**config.mk**
```make
export PLATFORM = sky130hd
export DESIGN_NAME = writeback_stage
export DESIGN_NICKNAME = d
export VERILOG_FILES = /design/src/rtl/writeback_stage.sv
export SDC_FILE = /design/constraint.sdc
export NUM_CORES = 1
export LEC_CHECK = 0
export CORE_MARGIN = 8
export CORE_UTILIZATION = 46
export CTS_BUF_LIST = sky130_fd_sc_hd__clkbuf_8
export CTS_CLUSTER_SIZE = 8
export DETAILED_ROUTE_END_ITERATION = 6
export PLACE_DENSITY = 0.86
export SLEW_MARGIN = 0
export SYNTH_ARGS = -nofsm -noshare
export SYNTH_HDL_FRONTEND = slang
export SYNTH_SLANG_ARGS = --single-unit
```
**constraint.sdc**
```tcl
create_clock -name clk -period 4.5 [get_ports clk]
set_clock_uncertainty 0.05 [all_clocks]
set_input_delay 1.125 -clock clk [delete_from_list [all_inputs] [get_ports clk]]
set_output_delay 1.125 -clock clk [all_outputs]
set_load 0.005 [all_outputs]
```
**src/rtl/writeback_stage.sv**
```systemverilog
`default_nettype none
// ============================================================================
// Module      : writeback_stage
// Description : Final pipeline stage. Retires ALU/link results, waits for load
//               responses, aligns/extends load data, drives the regfile port.
// Revision    : 1.0 - initial release
// ============================================================================
module writeback_stage #(
    parameter int LOAD_TIMEOUT = 15
) (
    input  logic        clk,
    input  logic        rst,
    input  logic        in_valid,
    output logic        in_ready,
    input  logic        reg_write,
    input  logic [1:0]  result_src,
    input  logic [31:0] alu_result,
    input  logic [31:0] pc_plus4,
    input  logic [4:0]  rd_in,
    input  logic [2:0]  funct3,
    input  logic        dmem_rvalid,
    input  logic [31:0] dmem_rdata,
    output logic        write_enable_3,
    output logic [4:0]  rd_3,
    output logic [31:0] write_data_3,
    output logic        load_error
);

    localparam logic       c_IDLE      = 1'b0;
    localparam logic       c_LOAD_WAIT = 1'b1;
    // Counter reads k-1 on the k-th wait cycle, so the last sampled cycle is at TIMEOUT-1.
    localparam logic [7:0] c_CNT_LAST  = 8'(LOAD_TIMEOUT - 1);

    logic        r_state;
    logic        w_state_next;
    logic [7:0]  r_cnt;
    logic [4:0]  r_ld_rd;
    logic        r_ld_we;
    logic [2:0]  r_ld_f3;
    logic [1:0]  r_ld_addr;
    logic        r_we;
    logic        r_err;
    logic [4:0]  r_rd;
    logic [31:0] r_wd;

    logic        w_xfer;
    logic        w_is_load;
    logic        w_ld_illegal;
    logic        w_ld_misaligned;
    logic        w_ld_start;
    logic        w_we_next;
    logic        w_err_next;
    logic [4:0]  w_rd_next;
    logic [31:0] w_wd_next;
    logic [7:0]  w_byte;
    logic [15:0] w_half;
    logic [31:0] w_ld_data;

    assign in_ready       = (r_state == c_IDLE);
    assign w_xfer         = in_valid && in_ready;
    assign w_is_load      = (result_src == 2'b01);
    assign w_ld_illegal   = (funct3 == 3'b011) || (funct3 == 3'b110) || (funct3 == 3'b111);
    assign w_ld_misaligned = ((funct3[1:0] == 2'b01) && alu_result[0]) ||
                             ((funct3 == 3'b010) && (alu_result[1:0] != 2'b00));

    assign write_enable_3 = r_we;
    assign rd_3           = r_rd;
    assign write_data_3   = r_wd;
    assign load_error     = r_err;

    always_comb begin
        w_byte = dmem_rdata[7:0];
        case (r_ld_addr)
            2'd0: w_byte = dmem_rdata[7:0];
            2'd1: w_byte = dmem_rdata[15:8];
            2'd2: w_byte = dmem_rdata[23:16];
            2'd3: w_byte = dmem_rdata[31:24];
            default: w_byte = dmem_rdata[7:0];
        endcase
        w_half = r_ld_addr[1] ? dmem_rdata[31:16] : dmem_rdata[15:0];
        case (r_ld_f3)
            3'b000:  w_ld_data = {{24{w_byte[7]}}, w_byte};
            3'b001:  w_ld_data = {{16{w_half[15]}}, w_half};
            3'b100:  w_ld_data = {24'd0, w_byte};
            3'b101:  w_ld_data = {16'd0, w_half};
            default: w_ld_data = dmem_rdata;
        endcase
    end

    always_comb begin
        w_state_next = r_state;
        w_we_next    = 1'b0;
        w_err_next   = 1'b0;
        w_rd_next    = r_rd;
        w_wd_next    = r_wd;
        w_ld_start   = 1'b0;
        if (r_state == c_IDLE) begin
            if (w_xfer) begin
                if (!w_is_load) begin
                    w_we_next = reg_write && (rd_in != 5'd0);
                    w_rd_next = rd_in;
                    w_wd_next = (result_src == 2'b10) ? pc_plus4 : alu_result;
                end else if (w_ld_illegal || w_ld_misaligned) begin
                    w_err_next = 1'b1;
                end else begin
                    w_ld_start   = 1'b1;
                    w_state_next = c_LOAD_WAIT;
                end
            end
        end else begin
            // A response on the final counted cycle takes priority over the timeout.
            if (dmem_rvalid) begin
                w_we_next    = r_ld_we && (r_ld_rd != 5'd0);
                w_rd_next    = r_ld_rd;
                w_wd_next    = w_ld_data;
                w_state_next = c_IDLE;
            end else if (r_cnt == c_CNT_LAST) begin
                w_err_next   = 1'b1;
                w_state_next = c_IDLE;
            end
        end
    end

    always_ff @(posedge clk) begin
        if (rst) begin
            r_state   <= c_IDLE;
            r_cnt     <= 8'd0;
            r_ld_rd   <= 5'd0;
            r_ld_we   <= 1'b0;
            r_ld_f3   <= 3'd0;
            r_ld_addr <= 2'd0;
            r_we      <= 1'b0;
            r_err     <= 1'b0;
            r_rd      <= 5'd0;
            r_wd      <= 32'd0;
        end else begin
            r_state <= w_state_next;
            r_we    <= w_we_next;
            r_err   <= w_err_next;
            r_rd    <= w_rd_next;
            r_wd    <= w_wd_next;
            if (w_ld_start) begin
                r_cnt     <= 8'd0;
                r_ld_rd   <= rd_in;
                r_ld_we   <= reg_write;
                r_ld_f3   <= funct3;
                r_ld_addr <= alu_result[1:0];
            end else if (r_state == c_LOAD_WAIT) begin
                r_cnt <= r_cnt + 8'd1;
            end
        end
    end

endmodule
`default_nettype wire
```
==> results of run 1 <==
-- tightest hold or removal path: stages (launching register included) --
cell	delay [ns]
dfxtp_1	0.31
nor2_1	0.10
a211oi_1	0.05
-- metrics by stage --
step / total power [mW] / util / instances / instance area [sq um] / setup slack (ns)
floorplan: 0.704 / - / 369 / 3310 / 2.15
global placement: 0.888 / 0.683 / 592 / 4840 / 1.20
detailed placement: 0.898 / 0.683 / 592 / 4840 / 1.09
CTS: 1.37 / 0.710 / 608 / 5040 / 1.46
global route: 1.42 / 0.710 / 608 / 5040 / 1.32
finish: 1.37 / 0.710 / 608 / 5040 / 1.45
-- registers in the layout, indices dropped and copies added, names as in the netlist --
| signal | count |
|---|---|
| write_enable_3 | 1 |
| r_state | 1 |
| r_cnt | 8 |
| r_ld_rd | 5 |
| rd_3 | 5 |
| write_data_3 | 32 |
| r_ld_we | 1 |
| r_ld_f3 | 3 |
| load_error | 1 |
| r_ld_addr | 2 |
-- per-layer routing --
layer / track usage / routed length, microns / vias to the layer above
li1: - / - / 1659
met1: 0.254 / 4530 / 1663
met2: 0.407 / 5940 / 123
met3: 0.0635 / 968 / 24
met4: 0.0988 / 274 / 0
met5: 0 / 0 / -
-- final timing paths --
check | cells after the start | end | from | slack, ns
setup / recovery | 6 | write_data_3[2]$_SDFFE_PP0P_ | result_src[1] | 1.45
hold / removal | 2 | rd_3[2]$_SDFFE_PP0P_ | rd_3[2]$_SDFFE_PP0P_ | 0.45
setup reg to reg | 4 | write_data_3[9]$_SDFFE_PP0P_ | r_ld_addr[1]$_SDFFE_PP0P_ | 1.99
hold reg to reg | 2 | rd_3[2]$_SDFFE_PP0P_ | rd_3[2]$_SDFFE_PP0P_ | 0.45
-- synthesized netlist by cell type, drive strengths merged, types with 2 or more instances --
cell type   n
a221oi      8
dfxtp      59
nand3       2
o221ai     17
ha          2
nand2      26
mux2       20
a21oi      30
o221a      15
o21ai      32
nor2       34
mux2i      38
nand4       2
xor2        5
a211oi      6
nor4        2
clkbuf     14
o22ai       8
inv         4
xnor2       2
and3        2
nand2b     10
buf        18
nor3b       2
nor2b       2
-- kinds of logic (layout without fill, tap and decap cells) --
logic type      Yosys count  after routing  synth area share
compound gates          118            118             0.251
xor+xnor                  7              7            0.0185
fa+ha+maj                 2              2           0.00756
buf+inv                  37            177            0.0525
flops                    59             59             0.357
mux                      59             59             0.193
simple gates             87             87             0.120
-- power by group through the flow --
stage	clock [mW]	sequential (mW)	combinational, mW
6_report	0.481	0.576	0.312
5_1_grt	0.511	0.580	0.333
4_1_cts	0.484	0.576	0.312
3_5_place_dp	0	0.587	0.311
3_3_place_gp	0	0.586	0.302
2_1_floorplan	0	0.585	0.119
-- layout make-up --
class | count | area (sq um)
fillers | 560 | 2060
multi-input cells | 273 | 1970
repair buffers | 156 | 1550
flip-flops and latches | 59 | 1180
clock buffers | 9 | 124
well taps | 99 | 124
clock inverters | 7 | 68.8
inverters | 5 | 18.8
==> results.py, run 1 <==
metrics = {
    "setup_path": {
        "cp_data_arrival_time_ns": 3.24,
        "crit_chain": "clkdlybuf4s50_1 -> nor2b_4 -> buf_4 -> mux2i_1 -> o21ai_0 -> o221a_2",
        "crit_slowest_cell": "nor2b_4",
        "path_class": "in -> reg",
        "cp_num_buf_inv": 2,
        "cp_data_required_time_ns": 4.69,
        "worstSetupEndpointType": "flop",
        "critPathTopFamily": "buffers and inverters",
        "slowest_delay_ns": 0.64,
        "path_max_fanout": 23,
        "worstSetupStartpointType": "input pin",
    },
    "job": {
        "cap_violations": 0,
    },
    "logic_synthesis": {
        "synth_cell_type_count": 41,
        "syn_nets": 482,
        "ys_top_cells_by_area": "dfxtp_1 36%, mux2i_1 11%, mux2_2 6.1%, o221a_2 4.8%, o21ai_0 4.5%",
        "ys_ff_latch": 59,
        "synthFlopType": "dfxtp_1",
        "yosys_warnings": 0,
        "synth_edf_count": 0,
        "netlist.top_cell.by_area": "dfxtp_1",
        "avgSynthCellArea_sq_um": 8.97,
        "synth_top_area_share": 0.357,
        "synth_cells": 369,
        "synth_area_sq_um": 3310,
        "ys_seq_area_frac": 0.357,
        "ys_async_sr_fraction": 0,
    },
    "clocking": {
        "cts_num_sinks": 59,
        "cts_setup_buffers": 0,
        "hold_buffers": 0,
        "cts_root_buf": "clkbuf_8",
        "cts_tree": "done",
        "h-tree-depth": 3,
        "cts_buffers": 9,
        "insertion_delay_ns": 0.35,
        "cts_resized": 0,
        "clk_pin_slew_ns": 0.08,
        "clk_path_buf_depth": 2,
    },
    "drt": {
        "drtIter0Drc": 203,
        "vias_per_cell": 5.71,
        "drc": 0,
        "routedWlPerCell_microns": 19.3,
        "routed_wl_microns": 11700,
        "firstDrtPassIters": 4,
        "vias": 3469,
        "postRouteAntennaNets": 0,
    },
    "die": {
        "die_w_microns": 101,
        "die_h_microns": 101,
        "die_area_sq_um": 10200,
        "rows": 31,
        "core_sq_um": 7100,
        "start_util": 0.466,
        "ioPinCount": 151,
    },
    "power_and_ir_drop": {
        "cellLeakagePower_nw": 1.82,
        "peakVddDrop_v": 0.000193,
        "powerDensity_nw_per_um2": 272,
        "p_sw_frac": 0.267,
        "power.internal_mw": 1.00,
        "clock_power_share": 0.352,
        "p_sw_mw": 0.365,
        "pwr-share-comb": 0.228,
        "pwr-share-seq": 0.421,
    },
    "sta": {
        "final.setup.tns_ns": 0,
        "worstMarginPinSlew_ns": 0.949,
        "fin_crit_ns": 3.05,
        "relSlewSlack": 0.366,
        "rsz0062_at_grt": "no",
        "fin_hold_ws_ns": 0.453,
        "slew_violations": 0,
        "finalCritPeriodShare": 0.678,
        "hold_violations": 0,
        "clock.fmax_mhz": 328,
        "setup_viol": 0,
    },
    "finish": {
        "final_nets": 617,
        "final_cell_mix": "150 x clkdlybuf4s50_1, 59 x dfxtp_1, 38 x mux2i_1, 34 x nor2_1, 30 x o21ai_0",
        "diodes": 0,
        "layout-drive-gt1-share": 0.120,
        "mostFrequentLayoutCell": "clkdlybuf4s50_1",
        "syn_to_final_growth_pct": 52.2,
    },
    "placement": {
        "port_buffers": 150,
        "place_congestion": 0.884,
        "hpwl_microns": 8900,
    },
    "min_path": {
        "hold_class": "reg -> reg",
    },
    "grt": {
        "grt_max_degree": 42,
        "grt_pass1_vias": 3559,
        "overflow": 0,
        "grt_usage": 0.231,
        "grt_pass1_wl_microns": 18500,
        "grt_antenna_before_repair": 0,
    },
    "status": {
        "run_status": "finished, final reports clean",
    },
}
No activity file was read; power rests on OpenSTA's default activity.
==> inputs of run 2 (changes only) <==
Settings changed: CORE_UTILIZATION 46 to 43, PLACE_DENSITY 0.86 to 0.81.
Clock period 4.5 ns to 3.15 ns, I/O delays scaled along.
==> results.py, run 2 (synthesis gave the netlist of run 1 again) <==
metrics = {
    "die": {
        "ioPinCount": 151,
        "die_h_microns": 104,
        "core_sq_um": 7610,
        "start_util": 0.435,
        "rows": 32,
        "die_w_microns": 104,
        "die_area_sq_um": 10800,
    },
    "clocking": {
        "cts_buffers": 9,
        "insertion_delay_ns": 0.33,
        "hold_buffers": 0,
        "cts_tree": "done",
        "clk_path_buf_depth": 2,
        "cts_num_sinks": 59,
        "cts_resized": 0,
        "h-tree-depth": 3,
        "cts_root_buf": "clkbuf_8",
        "clk_pin_slew_ns": 0.07,
        "cts_setup_buffers": 0,
    },
    "setup_path": {
        "reg2reg_to": "write_data_3[9]$_SDFFE_PP0P_",
        "worstSetupStartpointType": "input pin",
        "cp_data_required_time_ns": 3.32,
        "r2r_slack_ns": 1.06,
        "r2r_cells": 5,
        "path_class": "in -> reg",
        "worstSetupEndpointType": "flop",
        "cp_data_arrival_time_ns": 2.53,
        "endpoint": "write_data_3[9]$_SDFFE_PP0P_",
        "r2r-start": "r_ld_addr[1]$_SDFFE_PP0P_",
        "critical_path.startpoint": "dmem_rdata[23]",
        "path_max_fanout": 8,
    },
    "power_and_ir_drop": {
        "p_sw_frac": 0.262,
        "cellLeakagePower_nw": 1.84,
        "pwr-share-seq": 0.420,
        "power.internal_mw": 1.44,
        "fin_total_pwr_mw": 1.95,
        "pwr-share-comb": 0.233,
        "peakVddDrop_v": 0.000292,
        "p_sw_mw": 0.510,
        "clock_power_share": 0.347,
        "powerDensity_nw_per_um2": 383,
    },
    "placement": {
        "port_buffers": 150,
        "place_congestion": 0.845,
        "hpwl_microns": 8840,
        "placed_area_sq_um": 4900,
    },
    "sta": {
        "fin_crit_ns": 2.36,
        "worstMarginPinSlew_ns": 0.566,
        "hold_violations": 0,
        "setup_viol": 0,
        "relSlewSlack": 0.619,
        "clock.fmax_mhz": 423,
        "fin_hold_ws_ns": 0.454,
        "finalCritPeriodShare": 0.750,
        "slew_violations": 0,
        "final.setup.tns_ns": 0,
        "rsz0062_at_grt": "no",
    },
    "drt": {
        "postRouteAntennaNets": 0,
        "drtIter0Drc": 209,
        "routedWlPerCell_microns": 19.0,
        "vias": 3522,
        "vias_per_cell": 5.74,
        "routed_wl_microns": 11700,
        "drc": 0,
        "firstDrtPassIters": 5,
    },
    "grt": {
        "grt_pass1_wl_microns": 18700,
        "grt_max_degree": 58,
        "grt_pass1_vias": 3546,
        "grt_usage": 0.210,
        "overflow": 0,
        "grt_antenna_before_repair": 0,
    },
    "finish": {
        "largest_register_ff_count": 32,
        "fillers": 630,
        "diodes": 0,
        "layout-drive-gt1-share": 0.125,
        "final_nets": 620,
        "final_area_sq_um": 5090,
        "mostFrequentLayoutCell": "clkdlybuf4s50_1",
        "syn_to_final_growth_pct": 53.7,
        "final_cell_mix": "150 x clkdlybuf4s50_1, 59 x dfxtp_1, 38 x mux2i_1, 34 x nor2_1, 30 x o21ai_0",
    },
    "job": {
        "cap_violations": 0,
    },
    "status": {
        "run_status": "finished, final reports clean",
    },
    "min_path": {
        "hold_class": "reg -> reg",
    },
}
==> run 2: worst min-delay path by stage <==
stage	from	to	slack [ns]	cells after the start
after floorplan	r_ld_we$_SDFFE_PP0P_	r_ld_we$_SDFFE_PP0P_	0.41	2
after global placement	r_ld_we$_SDFFE_PP0P_	r_ld_we$_SDFFE_PP0P_	0.43	2
after detailed placement	rd_3[4]$_SDFFE_PP0P_	rd_3[4]$_SDFFE_PP0P_	0.45	2
after CTS	rd_3[4]$_SDFFE_PP0P_	rd_3[4]$_SDFFE_PP0P_	0.46	2
after global routing	rd_3[4]$_SDFFE_PP0P_	rd_3[4]$_SDFFE_PP0P_	0.47	2
final	rd_3[4]$_SDFFE_PP0P_	rd_3[4]$_SDFFE_PP0P_	0.45	2
==> run 2: area by class of cell <==
cell class	instances	area [sq um]	share of cell area
flip-flops and latches	59	1180	0.232
clock buffers	9	124	0.0243
repair buffers	159	1590	0.313
multi-input cells	273	1970	0.388
clock inverters	7	68.8	0.0135
well taps	102	128	0.0251
inverters	5	18.8	0.00369
==> run 2: worst max-delay path: stages <==
cell and delay, ns:
clkdlybuf4s50_1 0.48, mux4_1 0.61, a21oi_4 0.29, a21oi_1 0.11
o221a_2 0.24
==> run 2: metrics by stage <==
stage	utilization	worst slack, ns	cells
after global placement	0.644	0.522	598
after detailed placement	0.644	0.477	598
final	0.669	0.788	614
after global routing	0.669	0.778	614
after floorplan	-	1.13	369
after CTS	0.669	0.821	614
==> run 2: power groups by stage <==
stage	clock, mW	combinational, mW	sequential [mW]
after global routing	0.729	0.487	0.823
after detailed placement	0	0.454	0.835
after CTS	0.693	0.457	0.818
final	0.677	0.454	0.818
after floorplan	0	0.170	0.836
after global placement	0	0.445	0.832
==> run 2: layer usage <==
metal	vias up	wire, microns	global-route usage	part of all wire
met2	150	5850	0.356	0.50
met3	20	832	0.0595	0.071
met5	-	0	0	0
li1	1659	-	-	-
met4	0	331	0.0879	0.028
met1	1693	4640	0.243	0.40
